### src/rtl/dmem_port_arbiter_if.sv
// Bundle between the MEM stage, the DMA requester, the arbiter and the SRAM.
// master = arbiter side, slave = requesters plus memory.
interface dmem_port_arbiter_if #(
    parameter int ADDR_W = 14
);
    logic              cpu_req;
    logic [3:0]        cpu_we;
    logic [ADDR_W-1:0] cpu_addr;
    logic [31:0]       cpu_wdata;
    logic              cpu_gnt;
    logic              cpu_stall;
    logic              cpu_rvalid;
    logic [31:0]       cpu_rdata;

    logic              dma_req;
    logic [3:0]        dma_we;
    logic [ADDR_W-1:0] dma_addr;
    logic [31:0]       dma_wdata;
    logic              dma_gnt;
    logic              dma_rvalid;
    logic [31:0]       dma_rdata;

    logic              mem_cs;
    logic [3:0]        mem_we;
    logic [ADDR_W-1:0] mem_addr;
    logic [31:0]       mem_din;
    logic [31:0]       mem_dout;

    modport master (
        input  cpu_req, cpu_we, cpu_addr, cpu_wdata,
        output cpu_gnt, cpu_stall, cpu_rvalid, cpu_rdata,
        input  dma_req, dma_we, dma_addr, dma_wdata,
        output dma_gnt, dma_rvalid, dma_rdata,
        output mem_cs, mem_we, mem_addr, mem_din,
        input  mem_dout
    );

    modport slave (
        output cpu_req, cpu_we, cpu_addr, cpu_wdata,
        input  cpu_gnt, cpu_stall, cpu_rvalid, cpu_rdata,
        output dma_req, dma_we, dma_addr, dma_wdata,
        input  dma_gnt, dma_rvalid, dma_rdata,
        input  mem_cs, mem_we, mem_addr, mem_din,
        output mem_dout
    );
endinterface

### src/rtl/dmem_port_arbiter.sv
// Shares the data-memory SRAM port between the CPU MEM stage and DMA.
// Define DMEM_ARB_STARVE_EN to add the DMA starvation counter / forced grant.
module dmem_port_arbiter #(
    parameter int ADDR_W     = 14,
    parameter int STARVE_MAX = 8
) (
    input logic clk,
    input logic rst,
    dmem_port_arbiter_if.master bus
);
    typedef enum logic [1:0] {
        RSP_NONE,
        RSP_CPU,
        RSP_DMA
    } rsp_t;

    rsp_t              state;
    logic              cpu_gnt;
    logic              dma_gnt;
    logic              force_dma;
    logic [31:0]       cpu_hold;
    logic [31:0]       dma_hold;
    logic [3:0]        we_mux;
    logic [ADDR_W-1:0] addr_mux;
    logic [31:0]       din_mux;

    if (STARVE_MAX < 1 || STARVE_MAX > 255) begin : g_bad_starve_max
        $error("dmem_port_arbiter: STARVE_MAX must be 1..255");
    end

`ifdef DMEM_ARB_STARVE_EN
    logic [7:0] starve_cnt;

    assign force_dma = (starve_cnt == 8'(STARVE_MAX));

    always_ff @(posedge clk) begin
        if (rst) begin
            starve_cnt <= '0;
        end else if (!bus.dma_req || dma_gnt) begin
            starve_cnt <= '0;
        end else if (starve_cnt != 8'(STARVE_MAX)) begin
            starve_cnt <= starve_cnt + 8'd1;
        end
    end
`else
    assign force_dma = 1'b0;
`endif

    // CPU wins ties unless DMA has waited STARVE_MAX cycles.
    assign dma_gnt = bus.dma_req & (~bus.cpu_req | force_dma);
    assign cpu_gnt = bus.cpu_req & ~dma_gnt;

    always_comb begin
        we_mux   = '0;
        addr_mux = '0;
        din_mux  = '0;
        unique case (1'b1)
            cpu_gnt: begin
                we_mux   = bus.cpu_we;
                addr_mux = bus.cpu_addr;
                din_mux  = bus.cpu_wdata;
            end
            dma_gnt: begin
                we_mux   = bus.dma_we;
                addr_mux = bus.dma_addr;
                din_mux  = bus.dma_wdata;
            end
            default: ;
        endcase
    end

    always_ff @(posedge clk) begin
        if (rst) begin
            state    <= RSP_NONE;
            cpu_hold <= '0;
            dma_hold <= '0;
        end else begin
            if (state == RSP_CPU) cpu_hold <= bus.mem_dout;
            if (state == RSP_DMA) dma_hold <= bus.mem_dout;
            unique case (1'b1)
                cpu_gnt && bus.cpu_we == 4'b0000: state <= RSP_CPU;
                dma_gnt && bus.dma_we == 4'b0000: state <= RSP_DMA;
                default:                          state <= RSP_NONE;
            endcase
        end
    end

    assign bus.cpu_gnt    = cpu_gnt;
    assign bus.dma_gnt    = dma_gnt;
    assign bus.cpu_stall  = bus.cpu_req & ~cpu_gnt;
    assign bus.mem_cs     = cpu_gnt | dma_gnt;
    assign bus.mem_we     = we_mux;
    assign bus.mem_addr   = addr_mux;
    assign bus.mem_din    = din_mux;
    assign bus.cpu_rvalid = (state == RSP_CPU);
    assign bus.dma_rvalid = (state == RSP_DMA);
    assign bus.cpu_rdata  = (state == RSP_CPU) ? bus.mem_dout : cpu_hold;
    assign bus.dma_rdata  = (state == RSP_DMA) ? bus.mem_dout : dma_hold;
endmodule

### src/flat_wrapper.sv
// flat-port wrapper written by rule: the top's interface ports become plain ports
module dmem_port_arbiter_flat 
#(
    parameter int ADDR_W     = 14,
    parameter int STARVE_MAX = 8
)
  (clk, rst, bus_cpu_req, bus_cpu_we, bus_cpu_addr, bus_cpu_wdata, bus_cpu_gnt, bus_cpu_stall, bus_cpu_rvalid, bus_cpu_rdata, bus_dma_req, bus_dma_we, bus_dma_addr, bus_dma_wdata, bus_dma_gnt, bus_dma_rvalid, bus_dma_rdata, bus_mem_cs, bus_mem_we, bus_mem_addr, bus_mem_din, bus_mem_dout);
  dmem_port_arbiter_if #(.ADDR_W(ADDR_W)) bus_i ();
  input logic clk;
  input logic rst;
  input wire logic [$bits(bus_i.cpu_req)-1:0] bus_cpu_req;
  input wire logic [$bits(bus_i.cpu_we)-1:0] bus_cpu_we;
  input wire logic [$bits(bus_i.cpu_addr)-1:0] bus_cpu_addr;
  input wire logic [$bits(bus_i.cpu_wdata)-1:0] bus_cpu_wdata;
  output wire logic [$bits(bus_i.cpu_gnt)-1:0] bus_cpu_gnt;
  output wire logic [$bits(bus_i.cpu_stall)-1:0] bus_cpu_stall;
  output wire logic [$bits(bus_i.cpu_rvalid)-1:0] bus_cpu_rvalid;
  output wire logic [$bits(bus_i.cpu_rdata)-1:0] bus_cpu_rdata;
  input wire logic [$bits(bus_i.dma_req)-1:0] bus_dma_req;
  input wire logic [$bits(bus_i.dma_we)-1:0] bus_dma_we;
  input wire logic [$bits(bus_i.dma_addr)-1:0] bus_dma_addr;
  input wire logic [$bits(bus_i.dma_wdata)-1:0] bus_dma_wdata;
  output wire logic [$bits(bus_i.dma_gnt)-1:0] bus_dma_gnt;
  output wire logic [$bits(bus_i.dma_rvalid)-1:0] bus_dma_rvalid;
  output wire logic [$bits(bus_i.dma_rdata)-1:0] bus_dma_rdata;
  output wire logic [$bits(bus_i.mem_cs)-1:0] bus_mem_cs;
  output wire logic [$bits(bus_i.mem_we)-1:0] bus_mem_we;
  output wire logic [$bits(bus_i.mem_addr)-1:0] bus_mem_addr;
  output wire logic [$bits(bus_i.mem_din)-1:0] bus_mem_din;
  input wire logic [$bits(bus_i.mem_dout)-1:0] bus_mem_dout;
  assign bus_i.cpu_req = bus_cpu_req;
  assign bus_i.cpu_we = bus_cpu_we;
  assign bus_i.cpu_addr = bus_cpu_addr;
  assign bus_i.cpu_wdata = bus_cpu_wdata;
  assign bus_cpu_gnt = bus_i.cpu_gnt;
  assign bus_cpu_stall = bus_i.cpu_stall;
  assign bus_cpu_rvalid = bus_i.cpu_rvalid;
  assign bus_cpu_rdata = bus_i.cpu_rdata;
  assign bus_i.dma_req = bus_dma_req;
  assign bus_i.dma_we = bus_dma_we;
  assign bus_i.dma_addr = bus_dma_addr;
  assign bus_i.dma_wdata = bus_dma_wdata;
  assign bus_dma_gnt = bus_i.dma_gnt;
  assign bus_dma_rvalid = bus_i.dma_rvalid;
  assign bus_dma_rdata = bus_i.dma_rdata;
  assign bus_mem_cs = bus_i.mem_cs;
  assign bus_mem_we = bus_i.mem_we;
  assign bus_mem_addr = bus_i.mem_addr;
  assign bus_mem_din = bus_i.mem_din;
  assign bus_i.mem_dout = bus_mem_dout;
  dmem_port_arbiter #(.ADDR_W(ADDR_W), .STARVE_MAX(STARVE_MAX)) u_core (.clk(clk), .rst(rst), .bus(bus_i));
endmodule
### config.mk
export PLATFORM = sky130hd
export DESIGN_NAME = dmem_port_arbiter_flat
export DESIGN_NICKNAME = d
export VERILOG_FILES = /design/src/rtl/dmem_port_arbiter_if.sv /design/src/rtl/dmem_port_arbiter.sv /design/src/flat_wrapper.sv
export SDC_FILE = /design/constraint.sdc
export NUM_CORES = 1
export LEC_CHECK = 0
export BUFFER_PORTS_ARGS = -buffer_cell sky130_fd_sc_hd__buf_2
export CAP_MARGIN = 20
export CORE_AREA = 2 2 113 115
export DETAILED_ROUTE_END_ITERATION = 7
export DIE_AREA = 0 0 115 117
export PLACE_DENSITY = 0.68
export SETUP_SLACK_MARGIN = 0.5
export SLEW_MARGIN = 20
export SYNTH_ARGS = -nofsm -noshare
export SYNTH_HDL_FRONTEND = slang
export SYNTH_SLANG_ARGS = --single-unit
### constraint.sdc
create_clock -name clk -period 2 [get_ports clk]
set_input_delay 0.4 -clock clk [delete_from_list [all_inputs] [get_ports clk]]
set_output_delay 0.4 -clock clk [all_outputs]
set_load 0.01 [all_outputs]
== Word level (Yosys, flattened, before mapping) ==
Cells that the tools add are included.

* Flip-flop bits (word level): 66
* Bits of input ports: 136

* Reductions and logical operators: 4
* Bitwise gates (word level): 7
* Equal/unequal tests: 2
* Multiplexer cells: 6

{| class="wikitable"
|+ Operator list
! cell !! number
|-
| $mux W32 || 2
|-
| $pmux W32 S2 || 1
|-
| $pmux W14 S2 || 1
|-
| $logic_not A4 Y1 || 2
|-
| $pmux W4 S2 || 1
|-
| $pmux W2 S2 || 1
|-
| $and A1 B1 Y1 || 3
|-
| $not A1 Y1 || 3
|-
| $eq A2 B1 Y1 const B || 1
|-
| $eq A2 B2 Y1 const B || 1
|-
| $logic_and A1 B1 Y1 || 2
|-
| $or A1 B1 Y1 || 1
|}

== Logic depth before layout (Yosys ltp) ==
* Depth after elaboration: 6
* Gate-level depth with buffers: 5
* Depth with buffers taken out: 3

== Least setup slack after synthesis ==
Ideal clock, no wire load.

* Kind: input-to-output
* Start: in bus_dma_req
* End: out bus_mem_addr[10]
* Cell stages on the path: 4
* Slack: 0.389 ns
* Data required time: 1.600 ns
* Arrival time: 1.211 ns
* Path through: clkbuf_1 clkbuf_1 nand2_1 o21ai_0

* Cells in the longest elaborated chain, start to end: 4

{| class="wikitable"
|+ RTL lines
! element !! RTL line !! source
|-
| from (decl) || flat_wrapper.sv:19 || <nowiki>input wire logic [$bits(bus_i.dma_req)-1:0] bus_dma_req;</nowiki>
|-
| $and A1 B1 Y1 (*) || dmem_port_arbiter.sv:50 || <nowiki>assign dma_gnt = bus.dma_req & (~bus.cpu_req | force_dma);</nowiki>
|-
| $not A1 Y1 || dmem_port_arbiter.sv:51 || <nowiki>assign cpu_gnt = bus.cpu_req & ~dma_gnt;</nowiki>
|-
| $and A1 B1 Y1 || dmem_port_arbiter.sv:51 ||
|-
| $pmux W14 S2 (*) || dmem_port_arbiter.sv:57 || <nowiki>unique case (1'b1)</nowiki>
|-
| to (decl) || flat_wrapper.sv:28 || <nowiki>output wire logic [$bits(bus_i.mem_addr)-1:0] bus_mem_addr;</nowiki>
|}

Mark *: on every way between the ends. The rest lies on a longest branch, timed or not.

== Worst setup path in the final report ==
* Start: reg u_core.state[1]
* End: out bus_dma_rdata[29]

* Cells in the longest elaborated chain, start to end: 2

{| class="wikitable"
|+ RTL lines
! element !! RTL line !! source
|-
| from (decl) || dmem_port_arbiter.sv:17 || <nowiki>rsp_t state;</nowiki>
|-
| from (signal assigned) || dmem_port_arbiter.sv:74 || <nowiki>state <= RSP_NONE;</nowiki>
|-
| from (signal assigned) || dmem_port_arbiter.sv:81 || <nowiki>cpu_gnt && bus.cpu_we == 4'b0000: state <= RSP_CPU;</nowiki>
|-
| from (signal assigned) || dmem_port_arbiter.sv:82 || <nowiki>dma_gnt && bus.dma_we == 4'b0000: state <= RSP_DMA;</nowiki>
|-
| $eq A2 B2 Y1 || dmem_port_arbiter.sv:98 || <nowiki>assign bus.dma_rdata = (state == RSP_DMA) ? bus.mem_dout : dma_hold;</nowiki>
|-
| $mux W32 || dmem_port_arbiter.sv:98 ||
|-
| to (decl) || flat_wrapper.sv:25 || <nowiki>output wire logic [$bits(bus_i.dma_rdata)-1:0] bus_dma_rdata;</nowiki>
|}

No other way between the ends.

==> metrics.md <==
| Metric | Value |
|---|---|
| Tot GR Track Use | 21.67% |
| I/O Buffers | 254 |
| Clock sink total | 66 |
| Clk slew on worst S/H paths | 0.05 ns |
| Main synth FF type | dfxtp_1 |
| Outcome | completed |
| Finished Cell Area | 0.007214 mm^2 |
| Fmax achieved | 500.3 MHz |
| Chip height | 117 um |
| YS warnings | 0 |
| DR vias/cell | 4.786 |
| Vias post-DR | 4374 |
| # diodes | 0 |
| H-Tree Depth | 3 |
| WL final | 15.29 mm |
| Total CTS buffers | 9 |
| Fin Setup TNS | 0 ns |
| Root Buffer | clkbuf_16 |
| Grt ovf | 0 |
| Final setup violation count | 0 |
| Final net count | 896 |
| Slew Limit Fails | 0 |
| Skew final | 0.006604 ns |
| Worst Path Required | 1.60 ns |
| CTS tree | done |
| Post-Synthesis Cell Area | 0.004199 mm^2 |
| Biggest fanout along the worst timing path | 11 |
| HPWL Detailed | 9.477 mm |
| EDFF count, synth | 0 |
| Worst Setup Start Kind | register |
| Vias in the first global route | 4160 |
| DRC | 0 |
| Total die area | 0.01346 mm^2 |
| Clk Latency, worst-skew pair | 0.33 ns |
| Placed cell area | 0.005617 mm^2 |
| Distinct cell type count after synthesis | 20 |
| Min cycle time layout | 1.999 ns |
| Area delta synth->final | 71.81% |
| Antenna violations before repair | 0 |
| First-pass DRT Iterations | 4 |
| R2R setup slack | 0.55 ns |
| Share of layout cells above drive strength 1 | 51.70% |
| Core area | 0.01231 mm^2 |
| Final Hold Viols | 0 |
| Synth top cells by count | nand2_1 (100), nand2b_1 (98), dfxtp_1 (66) |
| Yosys top cell area share | 31.47% |
| Detailed-route wire length per cell | 16.72 um |
| 1st-iter DRT viols | 191 |
| Initial core utilization | 34.11% |
| Pre-CTS setup slack | 0.2740 ns |
| Crit. End Element | primary output |
| Maximum VDD drop | 0.3189 mV |
| Routability cong. | 0.8163 |
| Syn Nets | 631 |
| Synthesized flop and latch total | 66 |
| First-pass GRT wire length | 22.56 mm |
| Post-CTS Hold Fix Bufs | 0 |
| Post-synthesis sequential area ratio | 31.47% |
| WS Path Type | register to primary output |
| Post-DRT Antenna Nets | 0 |
| Num ports | 256 |
| Synth area leaders | dfxtp_1 (31%), mux2_2 (17%), mux2i_1 (15%) |
| Static leakage | 3.598 nW |
| Row count | 41 |
| CP Data Arrival Time | 1.60 ns |
| Worst hold path type | input port to register |
| Largest area contributor in the netlist | dfxtp_1 |
| Die X | 115 um |
| Mapped Cells | 495 |
| Power per standard cell area | 501.8 mW/mm^2 |
| Clock Tree Buf Depth | 2 |
| Max-Cap Viols | 0 |
| Top-count cell post-synth | nand2_1 |
| Crit share post-route | 99.93% |
| Unrepaired setup endpoints after global routing | yes |
| Post-synth ARST share | 0% |
| Synth Area per Inst | 8.483 um^2 |
| Post-route setup slack | 0.001393 ns |
| Pin count of the biggest net entering global routing | 44 |
[what timing repair did]
item	CTS	global route
gates cloned	12	1
pin swaps	0	2
endpoints found under the setup margin	97	80
gates resized for setup	147	27
setup buffers	12	5
[worst max-delay path, stage by stage (launching register included)]
cell	delay (ns)
dfxtp_2	0.31
buf_4	0.13
nand2b_4	0.15
buf_12	0.18
mux2_2	0.37
buf_6	0.13
[kinds of logic after synthesis]
| family | Yosys count | share of synthesized area, % |
|---|---|---|
| other | 1 | 0.08931 |
| AOI/OAI and AO/OA | 50 | 5.959 |
| muxes | 128 | 32.42 |
| and+or+nand+nor | 205 | 24.67 |
| DFF | 66 | 31.47 |
| buffers and inverters | 45 | 5.393 |
[placed cells by master, fill, tap and decap left out, types with 2 or more instances in the layout]
cell type,instances
dfxtp_2,2
buf_12,15
mux2_4,47
mux2_2,17
bufbuf_16,2
o21ai_1,41
mux2i_1,62
o21ai_2,7
buf_6,67
buf_16,10
nand2_1,100
mux2i_2,2
nand2b_1,96
buf_4,15
nand2b_4,2
buf_2,186
clkbuf_8,2
inv_8,2
clkbuf_16,10
dfxtp_1,64
[sequential cells by signal, summed over array words and instances (netlist names)]
name	flops
u_core.cpu_hold	32
u_core.state	2
u_core.dma_hold	32
[metrics by stage]
stage	hold slack, ns	power (mW)	utilization, %	std cells
floorplan	0.4452	1.630	-	495
global placement	0.4587	1.919	45.62	869
detailed placement	0.4633	1.921	45.62	869
CTS	0.2516	3.631	57.31	908
global route	0.2722	3.785	58.60	914
finish	0.2705	3.620	58.60	914
[path summary, 6_finish.rpt]
check                     start                   to  depth (start not counted)
max             u_core.state[1]    bus_dma_rdata[29]                          5
min               bus_cpu_we[3]      u_core.state[0]                          2
max reg2reg     u_core.state[1]  u_core.cpu_hold[30]                          8
min reg2reg  u_core.dma_hold[4]   u_core.dma_hold[4]                          2
[where the power goes]
part	internal, mW	switching [mW]	total, mW
Combinational	0.367	0.332	0.699
Sequential	1.32	0.00490	1.33
Clock	1.03	0.568	1.59
Total	2.72	0.905	3.62
[layer usage]
metal  wire (um)  up-vias  GRT usage, %
met3         936       20         5.561
met1        5958     2004         24.27
met5           0        -             0
met2        8135      166         40.35
met4         254        0         6.586
li1            -     2184             -
[cell type report]
| class | count | area, um^2 |
|---|---|---|
| Fill cell | 1047 | 5097 |
| Multi-Input combinational cell | 384 | 2898 |
| Timing Repair Buffer | 297 | 2479 |
| Sequential cell | 66 | 1324 |
| Clock buffer | 11 | 252.7 |
| Tap cell | 150 | 187.7 |
| Clock inverter | 4 | 51.30 |
| Inverter | 2 | 22.52 |
Power figures use the tool's default switching activity.
